===== config.mk =====
export PLATFORM = sky130hd
export DESIGN_NAME = mdu_issue_ctrl_flat
export DESIGN_NICKNAME = d
export VERILOG_FILES = /design/src/rtl/mdu_issue_ctrl_pkg.sv /design/src/rtl/mdu_issue_ctrl_if.sv /design/src/rtl/mdu_issue_ctrl_lat_decode.sv /design/src/rtl/mdu_issue_ctrl.sv /design/src/flat_wrapper.sv
export SDC_FILE = /design/constraint.sdc
export NUM_CORES = 1
export LEC_CHECK = 0
export CORE_MARGIN = 1.5
export CORE_UTILIZATION = 29
export DETAILED_ROUTE_END_ITERATION = 7
export GPL_ROUTABILITY_DRIVEN = 0
export GPL_TIMING_DRIVEN = 1
export PLACE_DENSITY = 0.82
export SLEW_MARGIN = 20
export SYNTH_ARGS = -nofsm -noshare
export SYNTH_HDL_FRONTEND = slang
export SYNTH_SLANG_ARGS = --single-unit

===== constraint.sdc =====
create_clock -name clk -period 2.65 [get_ports clk]
set_input_delay 0.795 -clock clk [delete_from_list [all_inputs] [get_ports clk]]
set_output_delay 0.795 -clock clk [all_outputs]
set_load 0.01 [all_outputs]

===== src/rtl/mdu_issue_ctrl_pkg.sv =====
// Shared definitions for the MDU issue controller: op codes, latency classes
// and issue-FSM states.
package mdu_pkg;

    localparam logic [3:0] OP_MULT  = 4'd1;
    localparam logic [3:0] OP_MULTU = 4'd2;
    localparam logic [3:0] OP_MTHI  = 4'd3;
    localparam logic [3:0] OP_MTLO  = 4'd4;
    localparam logic [3:0] OP_MFHI  = 4'd5;
    localparam logic [3:0] OP_MFLO  = 4'd6;
    localparam logic [3:0] OP_DIV   = 4'd7;
    localparam logic [3:0] OP_DIVU  = 4'd8;
    localparam logic [3:0] OP_MADD  = 4'd9;
    localparam logic [3:0] OP_MADDU = 4'd10;

    typedef enum logic [1:0] {LAT_NONE, LAT_MUL, LAT_DIV} lat_cls_t;

    typedef enum logic [1:0] {IDLE, MUL_WAIT, DIV_WAIT} state_t;

    function automatic logic is_mdu_op(input logic [3:0] op);
        case (op)
            OP_MULT, OP_MULTU, OP_MTHI, OP_MTLO, OP_MFHI,
            OP_MFLO, OP_DIV, OP_DIVU, OP_MADD, OP_MADDU: return 1'b1;
            default:                                     return 1'b0;
        endcase
    endfunction

endpackage


===== src/rtl/mdu_issue_ctrl_if.sv =====
// Bus between the E-stage issuer (master) and the multiply/divide unit (slave).
interface mdu_issue_ctrl_if;

    logic        start;
    logic [3:0]  xalu_op;
    logic [31:0] d1;
    logic [31:0] d2;
    logic        mdu_busy;
    logic [31:0] mdu_out;

    modport master (
        output start, xalu_op, d1, d2,
        input  mdu_busy, mdu_out
    );

    modport slave (
        input  start, xalu_op, d1, d2,
        output mdu_busy, mdu_out
    );

endinterface


===== src/rtl/mdu_issue_ctrl_lat_decode.sv =====
// Maps an MDU op code plus divisor-is-zero flag to its busy latency class
// and the shadow-counter load value.
module mdu_lat_decode
    import mdu_pkg::*;
#(
    parameter int SH_W       = 4,
    parameter int MUL_CYCLES = 5,
    parameter int DIV_CYCLES = 10
) (
    input  logic [3:0]      op,
    input  logic            rt_zero,
    output lat_cls_t        cls,
    output logic [SH_W-1:0] cnt
);

    always_comb begin
        cls = LAT_NONE;
        cnt = '0;
        case (op)
            OP_MULT, OP_MULTU, OP_MADD, OP_MADDU: begin
                cls = LAT_MUL;
                cnt = SH_W'(MUL_CYCLES);
            end
            // A zero divisor never makes the MDU busy.
            OP_DIV, OP_DIVU: begin
                if (!rt_zero) begin
                    cls = LAT_DIV;
                    cnt = SH_W'(DIV_CYCLES);
                end
            end
            default: ;
        endcase
    end

endmodule


===== src/rtl/mdu_issue_ctrl.sv =====
// E-stage MDU issuer: gates Start, stalls while the MDU is occupied, registers
// mfhi/mflo results and cross-checks MDU Busy against a shadow latency counter.
module mdu_issue_ctrl
    import mdu_pkg::*;
#(
    parameter int MUL_CYCLES = 5,
    parameter int DIV_CYCLES = 10,
    parameter int WAIT_MAX   = 16
) (
    input  logic             clk,
    input  logic             reset,
    input  logic             req_valid,
    input  logic [3:0]       req_op,
    input  logic [31:0]      req_rs,
    input  logic [31:0]      req_rt,
    input  logic             flush,
    mdu_issue_ctrl_if.master mdu,
    output logic             stall,
    output logic             res_valid,
    output logic [31:0]      res_data,
    output logic             err
);

    localparam int MAX_LAT = (MUL_CYCLES > DIV_CYCLES) ? MUL_CYCLES : DIV_CYCLES;
    localparam int SH_W    = ($clog2(MAX_LAT + 1) > 4) ? $clog2(MAX_LAT + 1) : 4;
    localparam int RUN_W   = $clog2(WAIT_MAX + 2);
    localparam logic [RUN_W-1:0] RUN_LIM = RUN_W'(WAIT_MAX);
    localparam logic [RUN_W-1:0] RUN_SAT = RUN_W'(WAIT_MAX + 1);

    logic [SH_W-1:0]  shadow;
    logic [SH_W-1:0]  lat_cnt;
    lat_cls_t         lat_cls;
    state_t           state;
    state_t           entry_state;
    logic [RUN_W-1:0] busy_run;
    logic             chk_en;
    logic             is_mdu;
    logic             is_read;
    logic             occupied;
    logic             accept;
    logic             rt_zero;

    assign rt_zero  = (req_rt == '0);
    assign is_mdu   = req_valid & ~flush & is_mdu_op(req_op);
    assign is_read  = (req_op == OP_MFHI) || (req_op == OP_MFLO);
    assign occupied = (shadow != '0) | mdu.mdu_busy;
    assign stall    = is_mdu & occupied;
    assign accept   = is_mdu & ~occupied;

    assign mdu.start   = accept & ~is_read;
    assign mdu.xalu_op = req_valid ? req_op : 4'd0;
    assign mdu.d1      = req_rs;
    assign mdu.d2      = req_rt;

    mdu_lat_decode #(
        .SH_W       (SH_W),
        .MUL_CYCLES (MUL_CYCLES),
        .DIV_CYCLES (DIV_CYCLES)
    ) u_lat_decode (
        .op      (req_op),
        .rt_zero (rt_zero),
        .cls     (lat_cls),
        .cnt     (lat_cnt)
    );

    always_comb begin
        entry_state = IDLE;
        if (mdu.start) begin
            case (lat_cls)
                LAT_MUL: entry_state = MUL_WAIT;
                LAT_DIV: entry_state = DIV_WAIT;
                default: entry_state = IDLE;
            endcase
        end
    end

    always_ff @(posedge clk) begin
        if (reset) begin
            shadow <= '0;
        end else if (mdu.start) begin
            shadow <= lat_cnt;
        end else if (shadow != '0) begin
            shadow <= shadow - 1'b1;
        end
    end

    // A drained wait state can hand straight over to a new issue in the same cycle.
    always_ff @(posedge clk) begin
        if (reset) begin
            state <= IDLE;
        end else begin
            case (state)
                IDLE: state <= entry_state;
                MUL_WAIT, DIV_WAIT: begin
                    if (shadow == '0 && !mdu.mdu_busy) begin
                        state <= entry_state;
                    end
                end
                default: state <= IDLE;
            endcase
        end
    end

    always_ff @(posedge clk) begin
        if (reset) begin
            res_valid <= 1'b0;
            res_data  <= '0;
        end else begin
            res_valid <= accept & is_read;
            if (accept & is_read) begin
                res_data <= mdu.mdu_out;
            end
        end
    end

    // Busy must track the shadow model once anything has issued; long busy runs are a hang.
    always_ff @(posedge clk) begin
        if (reset) begin
            err      <= 1'b0;
            chk_en   <= 1'b0;
            busy_run <= '0;
        end else begin
            if (mdu.start) begin
                chk_en <= 1'b1;
            end
            if (chk_en && (mdu.mdu_busy != (shadow != '0))) begin
                err <= 1'b1;
            end
            if (mdu.mdu_busy) begin
                if (busy_run >= RUN_LIM) begin
                    err <= 1'b1;
                end
                if (busy_run != RUN_SAT) begin
                    busy_run <= busy_run + 1'b1;
                end
            end else begin
                busy_run <= '0;
            end
        end
    end

endmodule

===== src/flat_wrapper.sv =====
// flat-port wrapper written by rule: the top's interface ports become plain ports
module mdu_issue_ctrl_flat import mdu_pkg::*;
#(
    parameter int MUL_CYCLES = 5,
    parameter int DIV_CYCLES = 10,
    parameter int WAIT_MAX   = 16
)
  (clk, reset, req_valid, req_op, req_rs, req_rt, flush, stall, res_valid, res_data, err, mdu_start, mdu_xalu_op, mdu_d1, mdu_d2, mdu_mdu_busy, mdu_mdu_out);
  mdu_issue_ctrl_if mdu_i ();
  input  logic clk;
  input  logic reset;
  input  logic req_valid;
  input  logic [3:0] req_op;
  input  logic [31:0] req_rs;
  input  logic [31:0] req_rt;
  input  logic flush;
  output logic stall;
  output logic res_valid;
  output logic [31:0] res_data;
  output logic err;
  output wire logic [$bits(mdu_i.start)-1:0] mdu_start;
  output wire logic [$bits(mdu_i.xalu_op)-1:0] mdu_xalu_op;
  output wire logic [$bits(mdu_i.d1)-1:0] mdu_d1;
  output wire logic [$bits(mdu_i.d2)-1:0] mdu_d2;
  input wire logic [$bits(mdu_i.mdu_busy)-1:0] mdu_mdu_busy;
  input wire logic [$bits(mdu_i.mdu_out)-1:0] mdu_mdu_out;
  assign mdu_start = mdu_i.start;
  assign mdu_xalu_op = mdu_i.xalu_op;
  assign mdu_d1 = mdu_i.d1;
  assign mdu_d2 = mdu_i.d2;
  assign mdu_i.mdu_busy = mdu_mdu_busy;
  assign mdu_i.mdu_out = mdu_mdu_out;
  mdu_issue_ctrl #(.MUL_CYCLES(MUL_CYCLES), .DIV_CYCLES(DIV_CYCLES), .WAIT_MAX(WAIT_MAX)) u_core (.clk(clk), .reset(reset), .req_valid(req_valid), .req_op(req_op), .req_rs(req_rs), .req_rt(req_rt), .flush(flush), .mdu(mdu_i), .stall(stall), .res_valid(res_valid), .res_data(res_data), .err(err));
endmodule

Word-level counts from Yosys, hierarchy flattened
Memory sizes are Yosys's and may differ from the RTL's.
Cells that the tools add are included.

cells by class
  add/sub/neg operators = 2
  order comparisons = 1
  equal/unequal tests = 10
  muxes and demuxes = 8
  bitwise logic cells = 11
  reductions and logical operators = 8

operators by type and width
  operator               count
  $logic_not A32 Y1      1
  $mux W4                4
  $eq A4 B3 Y1 const B   3
  $eq A4 B4 Y1 const B   3
  $pmux W4 S2            1
  $and A1 B1 Y1          6
  $add A5 B1 Y5 const B  1
  $ge A5 B5 Y1 const B   1
  $ne A5 B5 Y1 const B   1
  $eq A4 B1 Y1 const B   1
  $eq A4 B2 Y1 const B   1
  $not A1 Y1             4
  $reduce_bool A4 Y1     1
  $reduce_or A2 Y1       2
  $reduce_or A4 Y1       1
  $sub A4 B1 Y4 const B  1
  $mux W1                3
  $reduce_bool A2 Y1     1
  $logic_and A1 B1 Y1    1
  $logic_or A1 B1 Y1     1
  $ne A1 B1 Y1           1
  $or A1 B1 Y1           1

storage, ports and cells
  register bits after elaboration = 44
  bits in read-only memories = 16
  input port bits = 105
  output and inout bits = 104
  word-level logic and storage cells = 47
  memories kept = 1

memory list
  memory            words  width  read ports  clocked after Yosys merged registers in  write ports  line                      text
  (name not given)  16     1      1           0                                        0            mdu_issue_ctrl_pkg.sv:21  case (op)

Depth between registers and ports, before layout
Gate-level depths: netlist of the first run.

  depth after elaboration = 6
  gate-level depth with buffers = 13
  gate-level depth less buffers = 11

Cells and area by module
A second synthesis of the first run with hierarchy kept.

unflattened totals
  cell total of the unflattened synthesis = 305
  area, all modules = 2859.0 um^2

modules (own cells, without submodules)
  module          instances  cells an instance  area an instance (um^2)  sequential area each (um^2)
  mdu_issue_ctrl  1          296                2792.7                   880.8
  mdu_lat_decode  1          9                  66.3                     0.0

Worst setup path after synthesis of the first run
OpenSTA, ideal clock, no wires.

  kind = register to output
  start point = register u_core.shadow[0]
  end point = output port mdu_start
  data arrival time = 1.889 ns
  required time = 1.855 ns
  slack = -0.034 ns
  cell stages (with the launch flop) = 11
  path buffers = 1
  path through = dfxtp_1 -> inv_1 -> ha_1 -> or3b_2 -> buf_2 -> inv_1 -> ha_1 -> nand3b_1 -> a211oi_2 -> nand2b_2 -> inv_1

between the ends
  word-level cells in the longest chain between the ends = 5

ends and longest elaborated chain
  what                    line                  text
  from (decl)             mdu_issue_ctrl.sv:30  logic [SH_W-1:0] shadow;
  from (signal assigned)  mdu_issue_ctrl.sv:81  shadow <= lat_cnt;
  from (signal assigned)  mdu_issue_ctrl.sv:83  shadow <= shadow - 1'b1;
  $reduce_bool A4 Y1      mdu_issue_ctrl.sv:46  assign occupied = (shadow != '0) | mdu.mdu_busy;
  $or A1 B1 Y1            mdu_issue_ctrl.sv:46
  $not A1 Y1              mdu_issue_ctrl.sv:48  assign accept = is_mdu & ~occupied;
  $and A1 B1 Y1           mdu_issue_ctrl.sv:48
  $and A1 B1 Y1           mdu_issue_ctrl.sv:50  assign mdu.start = accept & ~is_read;
  to (decl)               flat_wrapper.sv:21    output wire logic [$bits(mdu_i.start)-1:0] mdu_start;

No other way between the ends.

Worst setup path in the final report of the first run
Ends and elaborated chain as after synthesis.

==> impl_metrics.prom, run 1 <==
# TYPE chip_impl_metric gauge
chip_impl_metric{name="wl",unit="um"} 7130
chip_impl_metric{name="htreeDepth",unit=""} 2
chip_impl_metric{name="arrival",unit="ns"} 2.00
chip_impl_metric{name="maxSlewHeadroom",unit=""} 0.703
chip_impl_info{name="synth_area_leaders",value="sky130_fd_sc_hd__dfxtp_1 (37%), sky130_fd_sc_hd__buf_4 (20%), sky130_fd_sc_hd__nand2_1 (10%)"} 1
chip_impl_metric{name="finalMaxSlewViolations",unit=""} 0
chip_impl_info{name="final_common_cell",value="sky130_fd_sc_hd__clkdlybuf4s50_1"} 1
chip_impl_info{name="grt_setup_unrepaired",value="yes"} 1
chip_impl_metric{name="die_y",unit="um"} 93.9
chip_impl_metric{name="yosysWarnings",unit=""} 0
chip_impl_metric{name="mappedNetlistNets",unit=""} 403
chip_impl_metric{name="critical_path_required",unit="ns"} 1.86
chip_impl_metric{name="max_freq",unit="MHz"} 357
chip_impl_metric{name="setup_viol",unit=""} 1
chip_impl_metric{name="detailed_place_hpwl",unit="um"} 5300
chip_impl_info{name="violations",value="negative setup slack"} 1
chip_impl_info{name="hold_class",value="flip-flop to flip-flop"} 1
chip_impl_metric{name="core",unit="um^2"} 7850
chip_impl_metric{name="fin_worst_skew",unit="ns"} 0.00653
chip_impl_metric{name="num_vias",unit=""} 2320
chip_impl_metric{name="synth-seq-cells",unit=""} 44
chip_impl_metric{name="route.detailed.wl_per_inst",unit="um"} 14.2
chip_impl_metric{name="io_pins",unit=""} 209
chip_impl_info{name="tritoncts",value="done"} 1
chip_impl_metric{name="final_setup_slack_of_the_worst_path",unit="ns"} -0.149
chip_impl_metric{name="synth-async-reset-ratio",unit=""} 0
chip_impl_metric{name="ctsLongestPathBuffers",unit=""} 2
chip_impl_metric{name="static-leakage-power",unit="uW"} 0.00147
chip_impl_info{name="synthDominantAreaCellType",value="sky130_fd_sc_hd__dfxtp_1"} 1
chip_impl_metric{name="timing.final.crit_period",unit="ns"} 2.80
chip_impl_metric{name="post_route_cells_drive_above_1_share",unit=""} 0.190
chip_impl_metric{name="port_buffers",unit=""} 144
chip_impl_metric{name="count_of_flip_flops_with_a_built_in_enable_after_synthesis",unit=""} 0
chip_impl_metric{name="avgViaCountPerCell",unit=""} 4.62
chip_impl_metric{name="clkLatencyLatePin",unit="ns"} 0.29
chip_impl_metric{name="start_util",unit=""} 0.306
chip_impl_metric{name="number_of_buffers_created_by_cts",unit=""} 5
chip_impl_metric{name="clk_transition_reported_paths",unit="ns"} 0.08
chip_impl_metric{name="grt_pass1_vias",unit=""} 2322
chip_impl_info{name="outcome",value="complete, but fails checks"} 1
chip_impl_metric{name="hold_viol_final",unit=""} 0
chip_impl_metric{name="sequential_cell_area_fraction_in_the_yosys_report",unit=""} 0.367
chip_impl_metric{name="synthesis.area",unit="um^2"} 2400
chip_impl_info{name="critical_path.startpoint_type",value="flip-flop"} 1
chip_impl_metric{name="remaining_drc_errors",unit=""} 0
chip_impl_info{name="critical_path.endpoint_type",value="output port"} 1
chip_impl_metric{name="utilization",unit=""} 0.490
chip_impl_metric{name="tritoncts_num_sinks",unit=""} 44
chip_impl_metric{name="cap_violations",unit=""} 0
chip_impl_metric{name="synthToLayoutAreaGrowth",unit="%"} 60.4
chip_impl_metric{name="drt_pre_antenna_iters",unit=""} 4
chip_impl_metric{name="grt_max_degree",unit=""} 34
chip_impl_info{name="kind_of_critical_path",value="flip-flop to output port"} 1
chip_impl_metric{name="antenna_violations_before_repair",unit=""} 0
chip_impl_metric{name="synthesis.instances",unit=""} 294
chip_impl_info{name="ys.flop_type",value="sky130_fd_sc_hd__dfxtp_1"} 1
chip_impl_metric{name="n_antenna_cell",unit=""} 0
chip_impl_metric{name="synth_top_cell_area_share",unit=""} 0.367
chip_impl_info{name="most-common-layout-cells",value="sky130_fd_sc_hd__clkdlybuf4s50_1 (122), sky130_fd_sc_hd__nand2_1 (66), sky130_fd_sc_hd__dfxtp_1 (42)"} 1
chip_impl_metric{name="fin_nets",unit=""} 508
chip_impl_metric{name="dieWidth",unit="um"} 93.9
chip_impl_metric{name="grt_pass1_wl",unit="um"} 10700
chip_impl_metric{name="hold_ws",unit="ns"} 0.457
chip_impl_metric{name="residual_overflow_from_global_routing",unit=""} 0
chip_impl_metric{name="global_route.usage.total",unit=""} 0.153
chip_impl_metric{name="drt_iter0_markers",unit=""} 85
chip_impl_metric{name="vdd.ir_drop.worst",unit="mV"} 0.254
chip_impl_info{name="root_buffer",value="sky130_fd_sc_hd__clkbuf_8"} 1
chip_impl_metric{name="max_fo_critical_path",unit=""} 2
chip_impl_metric{name="finalCritPeriodShare",unit=""} 1.06
chip_impl_metric{name="power.density_cell_area",unit="nW/um^2"} 456
chip_impl_metric{name="tightest_slew",unit="ns"} 0.441
chip_impl_metric{name="design.die.area",unit="um^2"} 8830
chip_impl_metric{name="drtAntennaViolNets",unit=""} 0
chip_impl_metric{name="rows",unit=""} 32
chip_impl_metric{name="cts_hold_buffers",unit=""} 0
chip_impl_metric{name="synth_cell_type_count",unit=""} 34
chip_impl_metric{name="synth.avg_cell_area",unit="um^2"} 8.16
[layout make-up]
class	count	area (um^2)
Fill cell	741	4000
Timing Repair Buffer	174	1720
Multi-Input combinational cell	168	1000
Sequential cell	44	883
Tap cell	102	128
Clock buffer	8	90.1
Inverter	6	22.5
[routing by layer]
| layer | GRT usage | part of all wire | up-vias |
|---|---|---|---|
| met5 | 0 | 0 | - |
| met4 | 0.0460 | 0.021 | 0 |
| met3 | 0.0534 | 0.092 | 17 |
| met2 | 0.290 | 0.52 | 129 |
| met1 | 0.157 | 0.36 | 1063 |
| li1 | - | - | 1111 |
[synth_stat cells (3+ instances only)]
cell	number
sky130_fd_sc_hd__a21oi_2	13
sky130_fd_sc_hd__a21oi_1	23
sky130_fd_sc_hd__xor2_1	3
sky130_fd_sc_hd__nor2_1	14
sky130_fd_sc_hd__clkbuf_1	4
sky130_fd_sc_hd__xnor2_1	3
sky130_fd_sc_hd__nor4_1	9
sky130_fd_sc_hd__nor3_1	4
sky130_fd_sc_hd__buf_8	3
sky130_fd_sc_hd__nand3_1	3
sky130_fd_sc_hd__dfxtp_1	44
sky130_fd_sc_hd__inv_1	6
sky130_fd_sc_hd__ha_1	4
sky130_fd_sc_hd__buf_4	64
sky130_fd_sc_hd__nand2_1	67
sky130_fd_sc_hd__and2_1	4
sky130_fd_sc_hd__buf_2	4
[path summary, 6_finish.rpt]
path / start / slack [ns] / depth (start not counted) / endpoint
hold / removal: u_core.res_data[9] / 0.46 / 2 / u_core.res_data[9]
setup / recovery: u_core.shadow[0] / -0.15 / 10 / mdu_start
hold reg to reg: u_core.res_data[9] / 0.46 / 2 / u_core.res_data[9]
setup reg to reg: u_core.shadow[0] / 0.28 / 13 / u_core.res_data[26]
[worst max-delay path, cell delays in order, from the launching register on]
cell	delay (ns)
sky130_fd_sc_hd__dfxtp_2	0.33
sky130_fd_sc_hd__inv_2	0.07
sky130_fd_sc_hd__ha_4	0.13
sky130_fd_sc_hd__or3b_4	0.37
sky130_fd_sc_hd__inv_2	0.07
sky130_fd_sc_hd__ha_4	0.12
sky130_fd_sc_hd__nand3b_1	0.13
sky130_fd_sc_hd__a211oi_4	0.25
sky130_fd_sc_hd__nand2b_4	0.08
sky130_fd_sc_hd__inv_2	0.07
sky130_fd_sc_hd__buf_6	0.10
[cell families (layout without fill, tap and decap cells)]
family | count (synthesis) | after routing | share of synthesized area
buffers and inverters | 82 | 188 | 0.248
adder cells (fa/ha/maj) | 4 | 4 | 0.0209
XOR/XNOR | 6 | 6 | 0.0219
AO/OA/AOI/OAI | 45 | 45 | 0.129
flip-flops | 44 | 44 | 0.367
AND/OR/NAND/NOR | 113 | 113 | 0.213
[registers in the layout (all words and copies together), names as in the netlist]
name              count
u_core.res_data      32
u_core.busy_run       5
u_core.err            1
u_core.chk_en         1
u_core.res_valid      1
u_core.shadow         4
[stage by stage]
stage | total power (uW) | instances | worst slack (ns) | area, um^2 | TNS, ns
floorplan | 1050 | 294 | 0.00407 | 2400 | 0
global placement | 1240 | 484 | -0.638 | 3570 | -2.11
detailed placement | 1260 | 484 | -0.675 | 3570 | -2.28
CTS | 1760 | 499 | -0.198 | 3740 | -0.198
global route | 1860 | 502 | -0.233 | 3850 | -0.325
finish | 1750 | 502 | -0.149 | 3850 | -0.149
[power breakdown]
group	leakage, uW	switching (uW)	internal (uW)	total [uW]
Clock	0.0000455	214	213	426
Combinational	0.00106	234	371	605
Sequential	0.000356	24.2	698	722
[repair_timing]
action / in CTS / in global routing
setup buffers: 7 / 1
setup endpoints to repair: 8 / 46
pin swaps: 4 / 5
resized for setup: 38 / 19
cloned: 0 / 2
No activity file was read; power rests on OpenSTA's default activity.
==> run 2: changes to the inputs <==
- SLEW_MARGIN: 20 -> 0
==> results of run 2 <==
Same layout as run 1: the final DEF is identical, and so are final timing and power.
==> run 3: changes to the inputs <==
- CAP_MARGIN: not set -> 10
- CORE_MARGIN: 1.5 -> 2
==> run 3 against run 2 <==
Effect of this change: the run still ends with negative setup slack left; combinational power is 2% lower; clock skew is 0.0029 ns higher; setup slack lost 0.0020 ns; cell count down 1.8%; cell area is 4.0% lower; clock power fell by 8.5%; critical path depth stayed put; fmax hardly changed; count of clock-buffer cells in the layout down 2; critical path type unchanged; largest cell class unchanged; highest routed layer unchanged.
==> impl_metrics.prom, run 3 (synthesized netlist as in run 1, its figures left out) <==
# TYPE chip_impl_metric gauge
chip_impl_info{name="outcome",value="complete, but fails checks"} 1
chip_impl_info{name="violations",value="negative setup slack"} 1
chip_impl_metric{name="post_route_cells_drive_above_1_share",unit=""} 0.152
chip_impl_info{name="critPathMostFrequentCell",value="sky130_fd_sc_hd__inv_2"} 1
chip_impl_metric{name="route.detailed.wl_per_inst",unit="um"} 14.3
chip_impl_metric{name="static-leakage-power",unit="uW"} 0.00143
chip_impl_metric{name="residual_overflow_from_global_routing",unit=""} 0
chip_impl_metric{name="setup_viol",unit=""} 2
chip_impl_metric{name="post_dp_cell_area",unit="um^2"} 3550
chip_impl_metric{name="largest_reg_flops",unit=""} 32
chip_impl_metric{name="cap_violations",unit=""} 0
chip_impl_info{name="path_cells",value="inv_2, ha_4, or3b_4, inv_2, ha_4, nand3b_1, a211oi_2, nand2b_2, inv_2, buf_6"} 1
chip_impl_metric{name="max_fo_critical_path",unit=""} 2
chip_impl_metric{name="final.fill_count",unit=""} 810
chip_impl_metric{name="ctsLongestPathBuffers",unit=""} 2
chip_impl_metric{name="power.density_cell_area",unit="nW/um^2"} 461
chip_impl_metric{name="drt_iter0_markers",unit=""} 58
chip_impl_metric{name="hold_viol_final",unit=""} 0
chip_impl_metric{name="rows",unit=""} 33
chip_impl_info{name="cpMaxStageDelayCell",value="sky130_fd_sc_hd__or3b_4"} 1
chip_impl_metric{name="arrival",unit="ns"} 2.01
chip_impl_info{name="final_common_cell",value="sky130_fd_sc_hd__clkdlybuf4s50_1"} 1
chip_impl_metric{name="remaining_drc_errors",unit=""} 0
chip_impl_info{name="critical_path.startpoint_type",value="flip-flop"} 1
chip_impl_info{name="root_buffer",value="sky130_fd_sc_hd__clkbuf_8"} 1
chip_impl_metric{name="max_freq",unit="MHz"} 357
chip_impl_metric{name="global_route.usage.total",unit=""} 0.155
chip_impl_metric{name="final_area",unit="um^2"} 3690
chip_impl_metric{name="io_pins",unit=""} 209
chip_impl_metric{name="htreeDepth",unit=""} 2
chip_impl_metric{name="finalCritPeriodShare",unit=""} 1.06
chip_impl_metric{name="tritoncts_num_sinks",unit=""} 44
chip_impl_metric{name="grt_max_degree",unit=""} 39
chip_impl_metric{name="clk_transition_reported_paths",unit="ns"} 0.08
chip_impl_metric{name="timing.final.crit_period",unit="ns"} 2.80
chip_impl_metric{name="critical_path_required",unit="ns"} 1.86
chip_impl_metric{name="port_buffers",unit=""} 144
chip_impl_metric{name="n_antenna_cell",unit=""} 0
chip_impl_metric{name="synthToLayoutAreaGrowth",unit="%"} 53.9
chip_impl_metric{name="drtAntennaViolNets",unit=""} 0
chip_impl_metric{name="path_buf_inv",unit=""} 4
chip_impl_metric{name="start_util",unit=""} 0.295
chip_impl_metric{name="die_y",unit="um"} 94.9
chip_impl_metric{name="final_setup_slack_of_the_worst_path",unit="ns"} -0.151
chip_impl_info{name="regMostFlops",value="u_core.res_data"} 1
chip_impl_metric{name="design.die.area",unit="um^2"} 9010
chip_impl_metric{name="num_vias",unit=""} 2207
chip_impl_info{name="grt_setup_unrepaired",value="yes"} 1
chip_impl_metric{name="number_of_buffers_created_by_cts",unit=""} 5
chip_impl_metric{name="core",unit="um^2"} 8130
chip_impl_metric{name="finalMaxSlewViolations",unit=""} 0
chip_impl_metric{name="fin_nets",unit=""} 497
chip_impl_metric{name="detailed_place_hpwl",unit="um"} 5630
chip_impl_metric{name="delay_of_the_slowest_cell_on_the_worst_path",unit="ns"} 0.38
chip_impl_metric{name="grt_pass1_wl",unit="um"} 10800
chip_impl_info{name="crit_family",value="simple AND/OR/NAND/NOR gates"} 1
chip_impl_metric{name="dieWidth",unit="um"} 94.9
chip_impl_metric{name="tightest_slew",unit="ns"} 0.465
chip_impl_metric{name="antenna_violations_before_repair",unit=""} 0
chip_impl_info{name="kind_of_critical_path",value="flip-flop to output port"} 1
chip_impl_metric{name="grt_pass1_vias",unit=""} 2224
chip_impl_metric{name="clkLatencyLatePin",unit="ns"} 0.29
chip_impl_info{name="most-common-layout-cells",value="sky130_fd_sc_hd__clkdlybuf4s50_1 (112), sky130_fd_sc_hd__nand2_1 (67), sky130_fd_sc_hd__dfxtp_1 (43)"} 1
chip_impl_metric{name="avgViaCountPerCell",unit=""} 4.48
chip_impl_metric{name="cts_hold_buffers",unit=""} 0
chip_impl_metric{name="maxSlewHeadroom",unit=""} 0.690
chip_impl_info{name="tritoncts",value="done"} 1
chip_impl_info{name="layout_top_registers",value="u_core.res_data (32), u_core.busy_run (5), u_core.shadow (4)"} 1
chip_impl_metric{name="fin_tns_setup",unit="ns"} -0.167
chip_impl_info{name="hold_class",value="flip-flop to flip-flop"} 1
chip_impl_info{name="critical_path.endpoint_type",value="output port"} 1
chip_impl_metric{name="wl",unit="um"} 7040
chip_impl_metric{name="fin_worst_skew",unit="ns"} 0.00943
chip_impl_metric{name="vdd.ir_drop.worst",unit="mV"} 0.239
chip_impl_metric{name="drt_pre_antenna_iters",unit=""} 4
[run 3: worst reg2reg max path, stage by stage, from the launching register on]
cell and delay [ns]:
sky130_fd_sc_hd__dfxtp_2 0.33, sky130_fd_sc_hd__inv_2 0.07, sky130_fd_sc_hd__ha_4 0.13, sky130_fd_sc_hd__or3b_4 0.38, sky130_fd_sc_hd__inv_2 0.07, sky130_fd_sc_hd__ha_4 0.12, sky130_fd_sc_hd__nand3b_1 0.09, sky130_fd_sc_hd__a211oi_2 0.27
sky130_fd_sc_hd__buf_4 0.16, sky130_fd_sc_hd__nor3b_1 0.21, sky130_fd_sc_hd__buf_4 0.17, sky130_fd_sc_hd__o32ai_1 0.08, sky130_fd_sc_hd__nor3_1 0.15
[run 3: final timing paths]
path                                     startpoint                  end  slack, ns  cells past startpoint
worst min-delay path            u_core.res_data[15]  u_core.res_data[15]       0.46                      2
worst min register to register  u_core.res_data[15]  u_core.res_data[15]       0.46                      2
worst max register to register     u_core.shadow[0]     u_core.shadow[2]       0.35                     12
worst max-delay path               u_core.shadow[0]            mdu_start      -0.15                     10
[run 3: report_power, final]
group / internal [uW] / leakage (uW) / switching (uW)
Combinational: 354 / 0.00103 / 240
Sequential: 697 / 0.000356 / 21.6
Clock: 180 / 0.0000410 / 211
Total: 1230 / 0.00143 / 472
[run 3: routing by layer]
layer,GRT usage,part of all wire,wire [um],vias to the layer above
met5,0,0,0,-
met4,0.0604,0.023,159,0
met3,0.0415,0.072,507,18
met2,0.313,0.56,3920,99
met1,0.145,0.35,2460,1005
li1,-,-,-,1085
[run 3: through the flow]
step                      hold slack, ns  power [uW]  utilization  instances  worst slack, ns
after global routing               0.475        1810        0.454        493           -0.260
after global placement             0.443        1250        0.437        485           -0.694
final                              0.458        1700        0.454        493           -0.151
after floorplan                    0.441        1050            -        294          0.00407
after detailed placement           0.453        1270        0.437        485           -0.743
after CTS                          0.465        1700        0.448        492           -0.185
[run 3: repair_timing]
item,4_1_cts,5_1_grt
endpoints found under the hold margin,0,0
gates resized for setup,37,17
buffers inserted,0,1
pin swaps,1,3
setup endpoints to repair,17,13
[run 3: area by class of cell]
cell class / instances / area (um^2) / area share
clock inverter: 1 / 5.00 / 0.00136
clock buffer: 6 / 72.6 / 0.0197
inverter: 6 / 22.5 / 0.00610
multi-input combinational: 168 / 977 / 0.265
tap: 105 / 131 / 0.0356
timing repair buffer: 163 / 1600 / 0.434
sequential: 44 / 882 / 0.239
